**src/rtl/prewitt_stream.sv**
```systemverilog
// Streaming 3x3 Prewitt edge filter over raster pixels, two line buffers plus a sliding window.
// Latency 2 cycles from the completing accept; no backpressure, stages advance every cycle.
module prewitt_stream #(
    parameter int DW    = 8,
    parameter int IMG_W = 64
) (
    input  logic          clk,
    input  logic          rst,
    input  logic          in_valid,
    input  logic          in_sof,
    input  logic [DW-1:0] in_pix,
    input  logic [1:0]    mode,
    output logic          out_valid,
    output logic          out_sof,
    output logic          out_eol,
    output logic [DW-1:0] out_pix
);
    localparam int CW = (IMG_W > 1) ? $clog2(IMG_W) : 1;
    localparam int SW = DW + 2;
    localparam int AW = DW + 4;
    localparam logic [DW-1:0] MAXV = {DW{1'b1}};

    logic [CW-1:0] col_q, col_d, cur_col;
    logic [1:0]    row_q, row_d, cur_row;
    logic          frame_q;
    logic          res_vld;

    logic [DW-1:0] lb0_q [IMG_W];
    logic [DW-1:0] lb1_q [IMG_W];
    logic [DW-1:0] win_q [3][2];
    logic [DW-1:0] top_px, mid_px;

    logic          s1_vld_q, s1_sof_q, s1_eol_q;
    logic [1:0]    s1_mode_q;
    logic [SW-1:0] rt_q, rb_q, cl_q, cr_q;
    logic [SW-1:0] ax, ay;
    logic [DW-1:0] res_d;

    function automatic logic [SW-1:0] sum3(input logic [DW-1:0] a, input logic [DW-1:0] b,
                                           input logic [DW-1:0] c);
        return SW'(a) + SW'(b) + SW'(c);
    endfunction

    function automatic logic [DW-1:0] clamp(input logic [AW-1:0] v);
        return (v > AW'(MAXV)) ? MAXV : v[DW-1:0];
    endfunction

    // A start-of-frame pixel overrides whatever position the counters hold.
    assign cur_col = in_sof ? '0 : col_q;
    assign cur_row = in_sof ? '0 : row_q;
    assign top_px  = lb1_q[cur_col];
    assign mid_px  = lb0_q[cur_col];
    assign res_vld = in_valid && (cur_row == 2'd2) && (cur_col >= CW'(2));

    always_comb begin
        col_d = cur_col + CW'(1);
        row_d = cur_row;
        if (cur_col == CW'(IMG_W - 1)) begin
            col_d = '0;
            row_d = (cur_row == 2'd2) ? 2'd2 : cur_row + 2'd1;
        end
    end

    always_ff @(posedge clk) begin
        if (rst) begin
            col_q     <= '0;
            row_q     <= '0;
            frame_q   <= 1'b1;
            s1_vld_q  <= 1'b0;
            out_valid <= 1'b0;
            out_sof   <= 1'b0;
            out_eol   <= 1'b0;
            out_pix   <= '0;
        end else begin
            if (in_valid) begin
                col_q <= col_d;
                row_q <= row_d;
                if (cur_row == 2'd0 && cur_col == '0)
                    frame_q <= 1'b1;
                else if (res_vld)
                    frame_q <= 1'b0;
            end
            s1_vld_q  <= res_vld;
            out_valid <= s1_vld_q;
            out_sof   <= s1_vld_q && s1_sof_q;
            out_eol   <= s1_vld_q && s1_eol_q;
            out_pix   <= s1_vld_q ? res_d : '0;
        end
    end

    // Storage and datapath registers carry no reset; the valid bits gate them.
    always_ff @(posedge clk) begin
        if (in_valid) begin
            lb1_q[cur_col] <= mid_px;
            lb0_q[cur_col] <= in_pix;
            for (int k = 0; k < 3; k++) win_q[k][0] <= win_q[k][1];
            win_q[0][1] <= top_px;
            win_q[1][1] <= mid_px;
            win_q[2][1] <= in_pix;
        end
        s1_sof_q  <= frame_q;
        s1_eol_q  <= (cur_col == CW'(IMG_W - 1));
        s1_mode_q <= mode;
        rt_q      <= sum3(win_q[0][0], win_q[0][1], top_px);
        rb_q      <= sum3(win_q[2][0], win_q[2][1], in_pix);
        cl_q      <= sum3(win_q[0][0], win_q[1][0], win_q[2][0]);
        cr_q      <= sum3(top_px, mid_px, in_pix);
    end

    assign ax = (rb_q >= rt_q) ? rb_q - rt_q : rt_q - rb_q;
    assign ay = (cr_q >= cl_q) ? cr_q - cl_q : cl_q - cr_q;

    always_comb begin
        res_d = '0;
        case (s1_mode_q)
            2'd0:    res_d = (rt_q > rb_q) ? '0 : clamp(AW'(ax));
            2'd1:    res_d = (cl_q > cr_q) ? '0 : clamp(AW'(ay));
            2'd2:    res_d = clamp(AW'(ax) + AW'(ay));
            default: res_d = clamp(AW'((ax >= ay) ? ax : ay));
        endcase
    end
endmodule

```
**config.mk**
```make
export PLATFORM = sky130hd
export DESIGN_NAME = prewitt_stream
export DESIGN_NICKNAME = d
export VERILOG_FILES = /design/src/rtl/prewitt_stream.sv
export SDC_FILE = /design/constraint.sdc
export NUM_CORES = 1
export LEC_CHECK = 0
export ABC_AREA = 1
export CAP_MARGIN = 25
export CORE_MARGIN = 4
export CORE_UTILIZATION = 55
export CTS_CLUSTER_SIZE = 24
export DETAILED_ROUTE_END_ITERATION = 16
export PLACE_DENSITY = 0.69
export SLEW_MARGIN = 40
export SYNTH_ARGS = -nofsm -noshare
export SYNTH_HDL_FRONTEND = slang
export SYNTH_SLANG_ARGS = --single-unit
```
**constraint.sdc**
```tcl
create_clock -name clk -period 18.6 [get_ports clk]
set_clock_uncertainty 0.05 [all_clocks]
set_input_delay 3.72 -clock clk [delete_from_list [all_inputs] [get_ports clk]]
set_output_delay 3.72 -clock clk [all_outputs]
set_load 0.02 [all_outputs]
```
# After elaboration in Yosys (flattened, before gate mapping)
# Memory sizes are Yosys's and may differ from the RTL's.
# Cells that the tools add are included.
# op_classes
n_addsub	15
multipliers	0
n_div	0
n_lt_le_gt_ge	10
eq_ne	4
shift	0
n_mux	19
bitwise	1
reduce_logical	11
# op_table
op	count
8-bit two-way mux	6
9-bit by 8-bit adder with 10-bit output	4
10-bit subtractor	4
8-bit by 8-bit adder with 9-bit output	4
10-bit greater-or-equal comparator	3
10-bit by 8-bit greater-than comparator with 1-bit output (second input constant)	3
10-bit two-way mux	3
8-bit one-hot mux with 3 select lines	1
10-bit greater-than comparator	2
6-bit two-way mux	2
10-bit by 10-bit adder with 11-bit output	1
11-bit by 8-bit greater-than comparator with 1-bit output (second input constant)	1
6-bit by 1-bit adder with 6-bit output (second input constant)	1
6-bit equality test (second input constant)	1
6-bit by 2-bit greater-or-equal comparator with 1-bit output (second input constant)	1
6-bit zero test	1
2-bit two-way mux	3
1-bit logical AND	5
2-bit equality test (second input constant)	2
2-bit zero test	2
1-bit two-way mux	4
2-bit by 1-bit adder with 2-bit output (second input constant)	1
2-bit by 1-bit equality test with 1-bit output (second input constant)	1
2-bit AND reduction	1
3 further kinds	3
# totals
register_bits	65
latch_bits	0
mem_bits_rw	1072
rom_bits	0
in_bits	14
elab_cells	78
memories	3
# mem_list
memory	depth	width	rd	rd_clocked_by_memory_dff	write_ports	line_no	rtl
lb0_q	64	8	1	0	1	28	logic [DW-1:0] lb0_q [IMG_W];
lb1_q	64	8	1	0	1	29	logic [DW-1:0] lb1_q [IMG_W];
win_q	3	16	3	0	3	30	logic [DW-1:0] win_q [3][2];

# Depth between registers and ports, before layout
# depth
depth_word	7
mapped_depth	27
ltp_nobuf	26

# Least setup slack after synthesis
# Ideal clock, no wire load.
# synth_timing
path_kind	input to register
from	input port in_sof
to	register cr_q[9]
arrival_ns	8.476
t_required_ns	18.474
slack_ns	9.999
path_stages	21
n_path_buf	2
path_cell_list	nor2_1 -> nor2_1 -> nand2_1 -> inv_2 -> buf_2 -> buf_2 -> a221oi_1 -> nand3_1 -> nand2_1 -> nand3_1 -> nor2_1 -> nand4_1 -> fa_1 -> ha_1 -> inv_1 -> fa_1 -> o21ai_0 -> a21oi_1 -> o21bai_1 -> nand2_1 -> a21boi_0
# synth_via
elab_chain_len	4
# synth_lines
element	line_no	rtl
from (decl)	10	input logic in_sof,
6-bit two-way mux	49	assign cur_col = in_sof ? '0 : col_q;
memory read 64 x 8 bit	n/a	
via mid_px[1]	31	logic [DW-1:0] top_px, mid_px;
8-bit by 8-bit adder with 9-bit output	41	return SW'(a) + SW'(b) + SW'(c);
9-bit by 8-bit adder with 10-bit output	41	
to (signal assigned)	107	cr_q <= sum3(top_px, mid_px, in_pix);
to (decl)	35	logic [SW-1:0] rt_q, rb_q, cl_q, cr_q;
# The timed path passes the listed nets, and every way through them passes these cells.
# A chain may end at the register's enable or synchronous reset.

# Worst setup path in the final report
# Ends and elaborated chain as after synthesis.

==> metrics.txt <==
status completed; Die Ht 297.1 um; post-route clock period utilization between 50% and 60%; drt first pass iters 6; initial antenna violation count 2; CP Class in -> reg; fin worst setup slack ~9000 ps; most common cell after layout, fill and taps aside edfxtp_1; pwr/cell area 148.0 nW/um^2; FFs w/ async S/R, synth 0%; Critical Path, Cell by Cell clkdlybuf4s50_1, inv_2, nand2_1, nor2_1, nand2_1, inv_4, buf_4, a21oi_1, a31oi_1, or2_2, nor2_1, nand2_2, buf_4, inv_1, fa_1, inv_1, ha_1, inv_1, fa_1, o21ai_0, a21oi_1, o21bai_1, nand2_1, a21boi_0; Die Area slightly below 90000 um^2; Post-CTS Setup Bufs 0; worst-path fanout max 66; FF+latch count, synth ~1100; R2R setup slack 12370 ps; Yosys warnings 0; CP peak stage delay around 700 ps; drt initial violations between 3000 and 4000; Mapped Nets approximately 3400; Vias per Instance 6.252; post-layout util between 60% and 70%; syn avg cell area about 14 um^2; vias in the first global route ~28000; Die X just under 300 um; antenna-violating nets left 0; Critical Path End Type flop; Initial Util between 50% and 60%; post-synthesis cell area between 40000 and 50000 um^2; Seq/Total Area, Yosys between 70 and 80%; core area approximately 83000 um^2; P_leak around 18 nW; layout cells sized above 1 a little under a tenth; CTS root buf clkbuf_16; CTS tree built; GPL Wtd Cong approximately 0.9; non-filler instance count after layout 4585; final wirelength roughly 130000 um; dpl cells about 4400; most frequent cells in the layout edfxtp_1 (1072), nand2_1 (664), inv_1 (201), a22o_1 (163), a21oi_1 (138); family with the most delay on the worst path buffers and inverters; final slew viol count 0; placed inst area around 48000 um^2; final setup violation count 0; Fin. Hold Viols 0; Tightest Pin Transition 899.8 ps; Main synth FF type edfxtp_1; Tmin final 9576 ps; Place WS roughly 8500 ps; grt ovf 0; Clock Latency Late Sink 690 ps; distinct cell type count after synthesis 56; drt drc 0; deepest clock path buffer count 3; Max Cap Violations 0; vias after detailed routing 28660; Detail Placement HPWL ~76000 um; Final Net Count between 3000 and 4000; Top Ports 25; Placement Rows 105; cells after synthesis 3301; number of synthesized flops with an enable pin between 1000 and 1500; RSZ-0062 raised after global routing false; deepest level of the CTS H-tree 3; CTS sink cnt between 1000 and 1500; Max VDD drop about 0.18 mV; Worst-path clk slew approximately 60 ps; Hold Crit Class reg -> reg; CP required approximately 19000 ps; clock buffer count from CTS ~110; fillcell total 6099; gr usage total around 28%; Worst Path Buf+Inv 8; CP max-delay cell a31oi_1; Max transition margin between 30% and 40%; mean routed wirelength per cell between 20 and 30 um; Layout area overhead 11.80%; final instance area approximately 51000 um^2; post-CTS sizing 0; largest net degree at the start of global routing 97; first-pass GRT wire length 185200 um; Max Clk Rate 104.4 MHz; CP arrival 10090 ps; input/output buffers 24; startpoint types input port; setup TNS 0 ps; Post-CTS Hold Fix Bufs 0
worst reg2reg max path, cell delays in order, from the launching register on:
cell and delay [ps]:
dfxtp_1 370, nand2_1 120, nor2_1 170, nand2_1 320
inv_4 400, buf_4 600, a21oi_1 240, a31oi_1 720
or2_2 270, nor2_1 60, nand2_2 50, buf_4 620
inv_1 140, fa_1 400, inv_1 70, ha_1 170
inv_1 60, fa_1 450, o21ai_0 290, a21oi_1 120
o21bai_1 200, nand2_1 80, a21boi_0 180
sequential cells by signal, indices dropped and copies added (netlist names), 2 cells and up:
name       count
lb0_q        512
lb1_q        512
win_q         48
cl_q          10
cr_q          10
rb_q          10
rt_q          10
out_pix        8
col_q          6
row_q          2
s1_mode_q      2
area by class of cell:
class | count | area, um^2 | area share [%]
sequential | 1137 | 33490 | 65.17
multi-input combinational | 1812 | 11110 | 21.61
clock buffer | 133 | 2903 | 5.648
tap | 1070 | 1339 | 2.605
timing repair buffer | 137 | 1072 | 2.086
inverter | 217 | 834.6 | 1.624
clock inverter | 78 | 646.9 | 1.259
antenna | 1 | 2.502 | 0.004869
layer usage:
| metal | GRT usage [%] | vias up | wire, um |
|---|---|---|---|
| li1 | - | 12470 | - |
| met1 | 39.67 | 14240 | 49790 |
| met2 | 44.15 | 1715 | 56980 |
| met3 | 6.269 | 246 | 14430 |
| met4 | 8.885 | 2 | 4404 |
| met5 | 0 | - | 13 |
cells by family after synthesis:
family	share of synthesized area, %
DFF	72.85
muxes	0.02177
adders and majority gates	4.289
AOI/OAI and AO/OA	9.531
and+or+nand+nor	9.166
xor gates and xnor gates	1.048
buffers and inverters	3.092
Yosys cell counts (all sizes together) (36+ instances only):
cell,instances,share of area (%)
a22o,163,3.1
xor2,46,0.88
dfxtp,65,2.8
fa,41,1.8
nand4,70,0.97
nand3,98,1.1
nor2,146,1.2
a31oi,36,0.49
clkbuf,53,0.44
ha,92,2.5
o21ai,78,0.86
nand2,666,5.4
edfxtp,1072,70
buf,82,0.88
a221oi,133,2.5
a21oi,138,1.5
inv,215,1.8
stage by stage:
step           hold WS (ps)  total power, W
6_report              321.3        0.007606
2_1_floorplan         281.1        0.004799
4_1_cts               318.0        0.007616
3_3_place_gp          294.6        0.005446
3_5_place_dp          304.8        0.005454
5_1_grt               329.2        0.008067
path summary, 6_finish.rpt:
| kind | startpoint | to | depth (start not counted) |
|---|---|---|---|
| max | in_sof | cr_q[9] | 24 |
| min | frame_q | s1_sof_q | 0 |
| min reg2reg | frame_q | s1_sof_q | 0 |
| max reg2reg | col_q[1] | cr_q[9] | 22 |
power by group:
part | leakage, nW | switching (W) | internal [W] | total, W
logic | 6.09 | 0.00170 | 0.000784 | 0.00249
clock network | 1.74 | 0.000954 | 0.00123 | 0.00218
registers | 10.2 | 0.0000379 | 0.00290 | 0.00294
total | 18.1 | 0.00269 | 0.00491 | 0.00761
(Power assumes the default switching activity.)
